File: src/rtl/hilo_unit.sv
// HI/LO register file with a 32-iteration restoring signed/unsigned divider.
// Define HILO_BYPASS_EN to forward a same-cycle writeback onto the read ports.
module hilo_unit (
  input  logic        clk,
  input  logic        rst,
  input  logic        wb_wen,
  input  logic [31:0] wb_hi,
  input  logic [31:0] wb_lo,
  output logic [31:0] hi_rdata,
  output logic [31:0] lo_rdata,
  input  logic        div_start,
  input  logic        div_signed,
  input  logic [31:0] div_a,
  input  logic [31:0] div_b,
  input  logic        div_cancel,
  output logic        div_busy,
  output logic        div_done,
  output logic [31:0] div_quot,
  output logic [31:0] div_rem
);

  typedef enum logic [1:0] {IDLE, RUN, DONE} state_t;

  state_t      state_q;
  logic [4:0]  cnt_q;
  logic [63:0] pr_q, pr_d;
  logic [31:0] dvs_q;
  logic        qneg_q, rneg_q;
  logic        busy_q, done_q;
  logic [31:0] quot_q, rem_q;
  logic [31:0] hi_q, lo_q;

  logic [31:0] mag_a, mag_b;
  logic [64:0] shifted;
  logic [32:0] trial;
  logic [31:0] quot_fix, rem_fix;

  always_comb begin
    mag_a = (div_signed && div_a[31]) ? -div_a : div_a;
    mag_b = (div_signed && div_b[31]) ? -div_b : div_b;
  end

  // Partial remainder high half is always < divisor, so the shifted-out bit
  // only needs one extra compare bit and the difference fits back in 32.
  always_comb begin
    shifted = {pr_q, 1'b0};
    trial   = shifted[64:32] - {1'b0, dvs_q};
    if (!trial[32]) begin
      pr_d = {trial[31:0], shifted[31:1], 1'b1};
    end else begin
      pr_d = shifted[63:0];
    end
    quot_fix = qneg_q ? -pr_d[31:0]  : pr_d[31:0];
    rem_fix  = rneg_q ? -pr_d[63:32] : pr_d[63:32];
  end

  always_ff @(posedge clk or negedge rst) begin
    if (!rst) begin
      hi_q <= '0;
      lo_q <= '0;
    end else if (wb_wen) begin
      hi_q <= wb_hi;
      lo_q <= wb_lo;
    end
  end

  always_ff @(posedge clk or negedge rst) begin
    if (!rst) begin
      state_q <= IDLE;
      cnt_q   <= '0;
      pr_q    <= '0;
      dvs_q   <= '0;
      qneg_q  <= 1'b0;
      rneg_q  <= 1'b0;
      busy_q  <= 1'b0;
      done_q  <= 1'b0;
      quot_q  <= '0;
      rem_q   <= '0;
    end else if (div_cancel) begin
      state_q <= IDLE;
      busy_q  <= 1'b0;
      done_q  <= 1'b0;
    end else begin
      case (state_q)
        IDLE: begin
          done_q <= 1'b0;
          if (div_start) begin
            busy_q <= 1'b1;
            if (div_b == '0) begin
              state_q <= DONE;
              done_q  <= 1'b1;
              quot_q  <= '1;
              rem_q   <= div_a;
            end else begin
              state_q <= RUN;
              cnt_q   <= '0;
              pr_q    <= {32'h0, mag_a};
              dvs_q   <= mag_b;
              qneg_q  <= div_signed & (div_a[31] ^ div_b[31]);
              rneg_q  <= div_signed & div_a[31];
            end
          end
        end
        RUN: begin
          pr_q  <= pr_d;
          cnt_q <= cnt_q + 5'd1;
          if (cnt_q == 5'd31) begin
            state_q <= DONE;
            done_q  <= 1'b1;
            quot_q  <= quot_fix;
            rem_q   <= rem_fix;
          end
        end
        DONE: begin
          state_q <= IDLE;
          busy_q  <= 1'b0;
          done_q  <= 1'b0;
        end
        default: begin
          state_q <= IDLE;
          busy_q  <= 1'b0;
          done_q  <= 1'b0;
        end
      endcase
    end
  end

`ifdef HILO_BYPASS_EN
  always_comb begin
    hi_rdata = wb_wen ? wb_hi : hi_q;
    lo_rdata = wb_wen ? wb_lo : lo_q;
  end
`else
  always_comb begin
    hi_rdata = hi_q;
    lo_rdata = lo_q;
  end
`endif

  assign div_busy = busy_q;
  assign div_done = done_q;
  assign div_quot = quot_q;
  assign div_rem  = rem_q;

endmodule
File: config.mk
export PLATFORM = sky130hd
export DESIGN_NAME = hilo_unit
export DESIGN_NICKNAME = d
export VERILOG_FILES = /design/src/rtl/hilo_unit.sv
export SDC_FILE = /design/constraint.sdc
export NUM_CORES = 1
export LEC_CHECK = 0
export CAP_MARGIN = 10
export CORE_UTILIZATION = 40
export CTS_CLUSTER_DIAMETER = 150
export DETAILED_ROUTE_END_ITERATION = 7
export MAX_ROUTING_LAYER = met4
export SYNTH_ARGS = -nofsm -noshare
export SYNTH_HDL_FRONTEND = slang
export SYNTH_SLANG_ARGS = --single-unit
File: constraint.sdc
create_clock -name clk -period 5 [get_ports clk]
set_input_delay 0.5 -clock clk [delete_from_list [all_inputs] [get_ports clk]]
set_output_delay 0.5 -clock clk [all_outputs]
set_load 0.03 [all_outputs]
**Word level (Yosys, flattened, before mapping)**

Cells that the tools add are included.

- Flip-flop bits (word level): 235
- Word-level logic and storage cells: 74
- Bits of input ports: 134

- Bitwise gates (word level): 5
- Eq/ne operators: 9
- Muxes and demuxes: 32
- Reductions and logical operators: 10
- $add $sub $neg: 6

Operator list:

| cell | number |
|---|---|
| $mux W32 | 10 |
| $mux W64 | 3 |
| $neg A32 Y32 | 4 |
| $pmux W32 S2 | 2 |
| $pmux W64 S2 | 1 |
| $sub A33 B32 Y33 | 1 |
| $logic_not A32 Y1 | 1 |
| $mux W5 | 2 |
| $ne A2 B2 Y1 const B | 5 |
| $pmux W5 S2 | 1 |
| $mux W2 | 4 |
| $reduce_and A4 Y1 | 2 |
| $mux W1 | 6 |
| $ne A3 B3 Y1 const B | 2 |
| $add A5 B1 Y5 const B | 1 |
| $eq A5 B5 Y1 const B | 1 |
| $reduce_and A5 Y1 | 1 |
| $pmux W1 S2 | 2 |
| $pmux W2 S2 | 1 |
| $reduce_and A2 Y1 | 2 |
| $and A1 B1 Y1 | 2 |
| $eq A2 B1 Y1 const B | 1 |
| $logic_and A1 B1 Y1 | 2 |
| $logic_not A2 Y1 | 1 |
| other kinds (3) | 4 |

**Depth between registers and ports, before layout**

Gate-level depths: netlist (run 1).

- Word-level depth: 6
- Mapped depth: 25
- Mapped depth without buffers: 23

**Least setup slack after synthesis (run 1)**

OpenSTA, ideal clock, no wires.

- Path type: register to register
- Start: register pr_q[31]
- End: register rem_q[28], in the netlist div_rem[28]
- Path buffers: 2
- Arrival: 4.414 ns
- Slack: 0.449 ns
- Clock period less this slack: 4.551 ns
- Stages on the path, launching flop included: 26
- Required time: 4.862 ns
- Cell sequence: dfrtp_1 inv_1 ha_1 inv_1 fa_1 a211oi_1 o211ai_2 nand3_1 a211oi_2 nor3_2 nor2_4 inv_2 buf_2 buf_1 nor2_1 a21oi_1 ha_1 and4b_1 nand2_1 nor3_1 o21ai_0 o41ai_2 nand3_1 o31ai_1 xor2_1 o22ai_1

- Word-level cells in the longest chain between the ends: 6

RTL lines:

| element | line | source |
|---|---|---|
| from (decl) | 26 | `logic [63:0] pr_q, pr_d;` |
| from (signal assigned) | 97 | `pr_q <= {32'h0, mag_a};` |
| from (signal assigned) | 105 | `pr_q <= pr_d;` |
| $sub A33 B32 Y33 | 47 | `trial = shifted[64:32] - {1'b0, dvs_q};` |
| $mux W64 * | 48 | `if (!trial[32]) begin` |
| $neg A32 Y32 | 54 | `rem_fix = rneg_q ? -pr_d[63:32] : pr_d[63:32];` |
| $mux W32 * | 54 |  |
| $mux W32 * | 107 | `if (cnt_q == 5'd31) begin` |
| $pmux W32 S2 * | 84 | `case (state_q)` |
| to (signal assigned) | 93 | `rem_q <= div_a;` |
| to (signal assigned) | 111 | `rem_q <= rem_fix;` |
| to (decl) | 30 | `logic [31:0] quot_q, rem_q;` |

Every way passes the cells marked *; elsewhere a longest branch is shown, timed or not. The select of a mux whose other input is x is not followed.
A chain may end at the register's enable or synchronous reset.

**Worst setup path in the final report (run 1)**

- Start: register pr_q[48]
- End: register rem_q[28], in the netlist div_rem[28]

Same word-level chain as after synthesis.

==> results of run 1 <==
-- where the power goes --
| part | total, uW | switching (uW) | internal, uW |
|---|---|---|---|
| clock network | 2080 | 821 | 1260 |
| logic | 2380 | 1440 | 944 |
| registers | 2400 | 243 | 2160 |
| total | 6870 | 2500 | 4360 |
-- worst paths after layout --
kind / cells past startpoint / from / endpoint / slack (ns)
min in group clk: 2 / div_quot[15] / div_quot[15] / 0.48
max in group asynchronous: 2 / rst / pr_q[57] / 3.77
max: 19 / pr_q[48] / div_rem[28] / 0.42
min reg2reg: 2 / div_quot[15] / div_quot[15] / 0.48
max reg2reg: 19 / pr_q[48] / div_rem[28] / 0.42
min: 1 / rst / lo_rdata[17] / 0.06
-- layout make-up --
cell class	count	area [um2]	share of cell area (%)
Multi-Input combinational cell	1278	7990	43.4
Tap cell	461	577	3.13
Inverter	60	226	1.23
Sequential cell	235	5880	31.9
Clock inverter	16	190	1.03
Antenna cell	3	7.51	0.0407
Timing Repair Buffer	283	2820	15.3
Clock buffer	34	744	4.04
-- metrics by stage --
stage	total power [uW]	hold slack (ns)	setup slack (ns)
after global placement	4770	0.465	0.555
after global routing	7290	0.182	0.00738
after detailed placement	4790	0.476	0.436
after floorplan	3990	0.204	0.449
final	6870	0.0632	0.417
after CTS	6900	0.142	0.419
-- per-layer routing --
metal  share of wire, %  GRT usage [%]  vias up  wire (um)
met1                 47           31.8     6111      19600
met2                 45           36.0      417      18700
li1                   -              -     6337          -
met3                6.8           2.87       47       2860
met4                1.5           3.88        0        606
met5                  0              -        -          0
-- cell usage in the layout (no fill, tap or decap), types with 29 or more instances in the layout --
| cell type | count |
|---|---|
| clkdlybuf4s50_1 | 261 |
| dfrtp_1 | 235 |
| nand2_1 | 196 |
| o21ai_0 | 180 |
| a21oi_1 | 162 |
| nor2_1 | 152 |
| xnor2_1 | 72 |
| xor2_1 | 68 |
| mux2_2 | 67 |
| inv_1 | 58 |
| ha_1 | 38 |
| nor3_1 | 36 |
| clkbuf_16 | 29 |
-- critical path, stage by stage, from the launching register on --
cell and delay (ns):
dfrtp_1 0.43, ha_1 0.44, a21o_1 0.23, a31o_1 0.27
a211oi_2 0.11, o31ai_2 0.42, o21a_2 0.30, nor2_4 0.06
inv_2 0.16, mux2i_1 0.33, ha_1 0.25, and4b_1 0.22
nand2_1 0.07, nor3_1 0.12, o21ai_0 0.12, o41ai_2 0.10
nand3_1 0.22, o31ai_1 0.31, xor2_1 0.17, o22ai_1 0.09
-- flip-flops by register name, summed over array words and instances (netlist names), 2 cells and up --
register,flops
cnt_q,5
div_quot,32
div_rem,32
dvs_q,32
hi_rdata,32
lo_rdata,32
pr_q,64
state_q,2
-- cell families (layout without fill, tap and decap cells) --
group                    Yosys count  in the layout
AND/OR/NAND/NOR                  525            525
AO/OA/AOI/OAI                    485            485
flip-flops                       235            235
buffers and inverters            150            393
XOR/XNOR                         140            140
multiplexers                      89             89
adder cells (fa/ha/maj)           39             39
other                              0              3
==> results.json, run 1 <==
{
  "fin_nets": 2059,
  "synth-xor-area-share_pct": 8.45,
  "die_h_um": 192,
  "fin_cells": 2370,
  "ctsHoldBuffers": 0,
  "yosys.area_share.simple_pct": 16.6,
  "peakVddDrop_mv": 0.209,
  "synth_compound_area_share_pct": 19.7,
  "design_area_um2": 18400,
  "clock_skew_ns": 0.0212,
  "vias": 12912,
  "synth_most_common_cell": "dfrtp_1",
  "cts_buffers": 28,
  "grt_pass1_wl_um": 65700,
  "placed_cell_area_um2": 17500,
  "dr.first_iter.drc_count": 950,
  "synth_edf_count": 0,
  "cp.required_ns": 5.40,
  "cts-root-buf": "clkbuf_16",
  "synthTopCellsByCount": "235 x dfrtp_1, 196 x nand2_1, 180 x o21ai_0",
  "ys.warnings.count": 0,
  "area_growth_pct": 27.1,
  "clock_path_buffers": 3,
  "synth_top_family_by_area": "compound AO/OA/AOI/OAI gates",
  "fill_cells": 3374,
  "finalHoldViolations": 0,
  "ios": 264,
  "cts.sinks": 235,
  "cp_max_fo": 10,
  "tns_ns": 0,
  "ant_nets": 0,
  "hold_path.class": "in -> async",
  "drive_gt1_share_pct": 8.24,
  "finalCriticalPeriod_ns": 4.58,
  "core_area_um2": 35700,
  "async_flop_share_pct": 100,
  "port_buffers": 263,
  "tightest_slew_ns": 1.04,
  "status": "finished, violations left",
  "synth_area_leaders": "dfrtp_1 41%, o21ai_0 6.2%, a21oi_1 5.6%, mux2_2 5.2%, nand2_1 5.1%",
  "row_count": 69,
  "critPathKind": "reg -> reg",
  "cts_setup_buffers": 0,
  "timing.final.crit_share_pct": 91.7,
  "clock_latency_ns": 0.55,
  "finalSetupViolations": 0,
  "cp-start-kind": "flop",
  "synth_top_area_share_pct": 40.5,
  "max-cap-violations": 0,
  "p_per_area_nw_per_um2": 372,
  "place_congestion": 0.893,
  "synth_area_um2": 14500,
  "grt.total_usage_pct": 22.9,
  "failed_checks": "DRC",
  "fmax_ghz": 0.218,
  "synthMuxAreaShare_pct": 6.75,
  "grt_overflow_total": 0,
  "drc": 112,
  "drtPass1Iterations": 8,
  "synthAdderAreaFrac_pct": 3.42,
  "grt_max_degree": 133,
  "netlist_instances": 1663,
  "start_util_pct": 40.7,
  "rsz0062_at_grt": "false",
  "dp_hpwl_um": 31400,
  "ys_types": 80,
  "syn_avg_cell_area_um2": 8.72,
  "dp.cells": 2317,
  "arrival_ns": 4.98,
  "vias_per_cell": 5.45,
  "ys.flop_type": "dfrtp_1",
  "yosysTopAreaCell": "dfrtp_1",
  "finalMaxSlewViolations": 0,
  "grt_pass1_vias": 12064,
  "fp.dieW_um": 192,
  "post-route-util_pct": 51.7,
  "syn_nets": 1836,
  "die_area_um2": 37000,
  "ys_ff_latch": 235,
  "cts_tree": "yes",
  "wire_per_inst_um": 17.6,
  "antenna_found_initial": 1,
  "finalWirelength_um": 41800,
  "cts_resized": 0,
  "relSlewSlack_pct": 30.4,
  "crit_path_end_kind": "flop",
  "clk_pin_slew_ns": 0.06,
  "h-tree-depth": 1,
  "p_leak_uw": 0.00770,
  "synth-seq-area-share_pct": 40.5
}
Power figures use the tool's default switching activity.
==> run 2: changes to the inputs <==
CORE_UTILIZATION = 29   (was 40)
==> run 2 against run 1 <==
  * The run now ends clean
  * Maximum frequency down 0.97%
  * Critical path depth grew 1
  * Cell count up 9.1%
  * Clock power up 3%
  * Count of clock-buffer cells in the layout unchanged
  * Critical endpoint unchanged
  * Highest routed layer unchanged
==> results.json, run 2 (synthesis results as in run 1) <==
{
  "crit_start": "pr_q[43]",
  "port_buffers": 263,
  "fill_cells": 4915,
  "grt.total_usage_pct": 19.1,
  "finalWirelength_um": 47700,
  "switching_share_pct": 36.8,
  "grt_pass1_vias": 12642,
  "tightest_slew_ns": 1.18,
  "p_per_area_nw_per_um2": 371,
  "cts.sinks": 235,
  "crit_path_end_kind": "flop",
  "grt_max_degree": 132,
  "cp-start-kind": "flop",
  "place_ws_ns": 0.332,
  "most-common-layout-cells": "261 x clkdlybuf4s50_1, 235 x dfrtp_1, 196 x nand2_1",
  "finalMaxSlewViolations": 0,
  "dp_hpwl_um": 37000,
  "largest_reg_flops": 64,
  "antenna_found_initial": 8,
  "drtPass1Iterations": 5,
  "p_switching_uw": 2570,
  "clock_path_buffers": 3,
  "vias": 13139,
  "setup_ws_ns": 0.372,
  "cp.required_ns": 5.39,
  "seq_area_um2": 5880,
  "die_h_um": 226,
  "hp-start": "wb_wen",
  "cts_setup_buffers": 0,
  "ios": 264,
  "core_area_um2": 49200,
  "fin_cells": 2585,
  "multi_input_area_um2": 8050,
  "clockPowerShare_pct": 30.8,
  "arrival_ns": 5.02,
  "start_util_pct": 29.5,
  "r2r_slack_ns": 0.37,
  "timing.rr.start": "pr_q[43]",
  "area_growth_pct": 30.0,
  "wire_per_inst_um": 18.5,
  "row_count": 81,
  "hold_path.class": "in -> reg",
  "fmax_ghz": 0.216,
  "critPathKind": "reg -> reg",
  "tns_ns": 0,
  "dp.cells": 2526,
  "cp_max_fo": 11,
  "vias_per_cell": 5.08,
  "cts_buffers": 28,
  "clock_skew_ns": 0.0355,
  "dr.first_iter.drc_count": 881,
  "fp.dieW_um": 226,
  "post-route-util_pct": 38.3,
  "reg2regPathDepth": 20,
  "reg2reg_to": "div_rem[28]",
  "drc": 0,
  "max-cap-violations": 0,
  "clock_latency_ns": 0.58,
  "drive_gt1_share_pct": 9.25,
  "endpoint": "div_rem[28]",
  "finalSetupViolations": 0,
  "die_area_um2": 50900,
  "status": "completed",
  "power.share.combinational_pct": 35.1,
  "p_seq_share_pct": 34.2,
  "h-tree-depth": 1,
  "p_int_uw": 4420,
  "cts-root-buf": "clkbuf_16",
  "grt_overflow_total": 0,
  "timing.final.crit_share_pct": 92.6,
  "grt_pass1_wl_um": 73900,
  "mostFrequentLayoutCell": "clkdlybuf4s50_1",
  "p_total_uw": 6990,
  "ant_nets": 0,
  "place_congestion": 0.916,
  "fin_nets": 2066,
  "finalHoldViolations": 0,
  "peakVddDrop_mv": 0.228,
  "cts_tree": "yes",
  "relSlewSlack_pct": 21.1,
  "p_leak_uw": 0.00774,
  "clk_pin_slew_ns": 0.06,
  "finalCriticalPeriod_ns": 4.63,
  "top_register": "pr_q"
}
run 2: critical path, stage by stage (launching register included):
cell,delay (ns)
dfrtp_1,0.44
ha_1,0.42
nand4_2,0.22
nor3_4,0.24
nand3_1,0.20
a211oi_4,0.37
o21a_2,0.25
nor2_4,0.06
inv_2,0.20
mux2i_2,0.30
ha_1,0.26
and4b_1,0.22
nand2_1,0.08
nor3_1,0.12
o21ai_0,0.12
o41ai_2,0.06
buf_4,0.19
nand3_1,0.14
o31ai_2,0.29
xor2_1,0.16
o22ai_1,0.10
run 2: how the worst min path moves through the flow:
stage | slack, ns | cells past startpoint | endpoint
2_1_floorplan | 0.20 | 0 | cnt_q[0]
4_1_cts | 0.44 | 2 | lo_rdata[8]
6_report | 0.46 | 2 | lo_rdata[8]
3_5_place_dp | 0.48 | 2 | dvs_q[0]
3_3_place_gp | 0.48 | 2 | div_rem[3]
5_1_grt | 0.46 | 2 | lo_rdata[29]
run 2: final cells by class:
class | count | area share (%)
multi-input cells | 1278 | 42.7
flip-flops and latches | 235 | 31.2
repair buffers | 290 | 15.2
well taps | 664 | 4.41
clock buffers | 34 | 4.05
inverters | 60 | 1.20
clock inverters | 17 | 1.13
diodes | 7 | 0.0929
run 2: power by group through the flow:
stage | sequential (uW) | clock [uW] | combinational, uW
floorplan | 2490 | 0 | 1490
global placement | 2410 | 0 | 2400
detailed placement | 2420 | 0 | 2410
CTS | 2390 | 2210 | 2420
global route | 2430 | 2290 | 2720
finish | 2390 | 2150 | 2450
run 2: per-stage QoR:
| step | hold slack (ns) | cell area [um2] |
|---|---|---|
| after floorplan | 0.204 | 14500 |
| after global placement | 0.476 | 17800 |
| after detailed placement | 0.482 | 17800 |
| after CTS | 0.435 | 18800 |
| after global routing | 0.458 | 18800 |
| final | 0.457 | 18800 |
run 2: repair_timing:
action / CTS / global route
hold buffers: 1 / 0
setup endpoints to repair: 0 / 4
hold endpoints to repair: 4 / 0
gates resized for setup: 0 / 15
run 2: layer usage:
layer / vias to the layer above / wire (um) / global-route usage (%)
met3: 67 / 3420 / 3.86
met4: 0 / 963 / 4.61
li1: 6369 / - / -
met5: - / 0 / -
met2: 468 / 22500 / 31.6
met1: 6235 / 20800 / 23.8
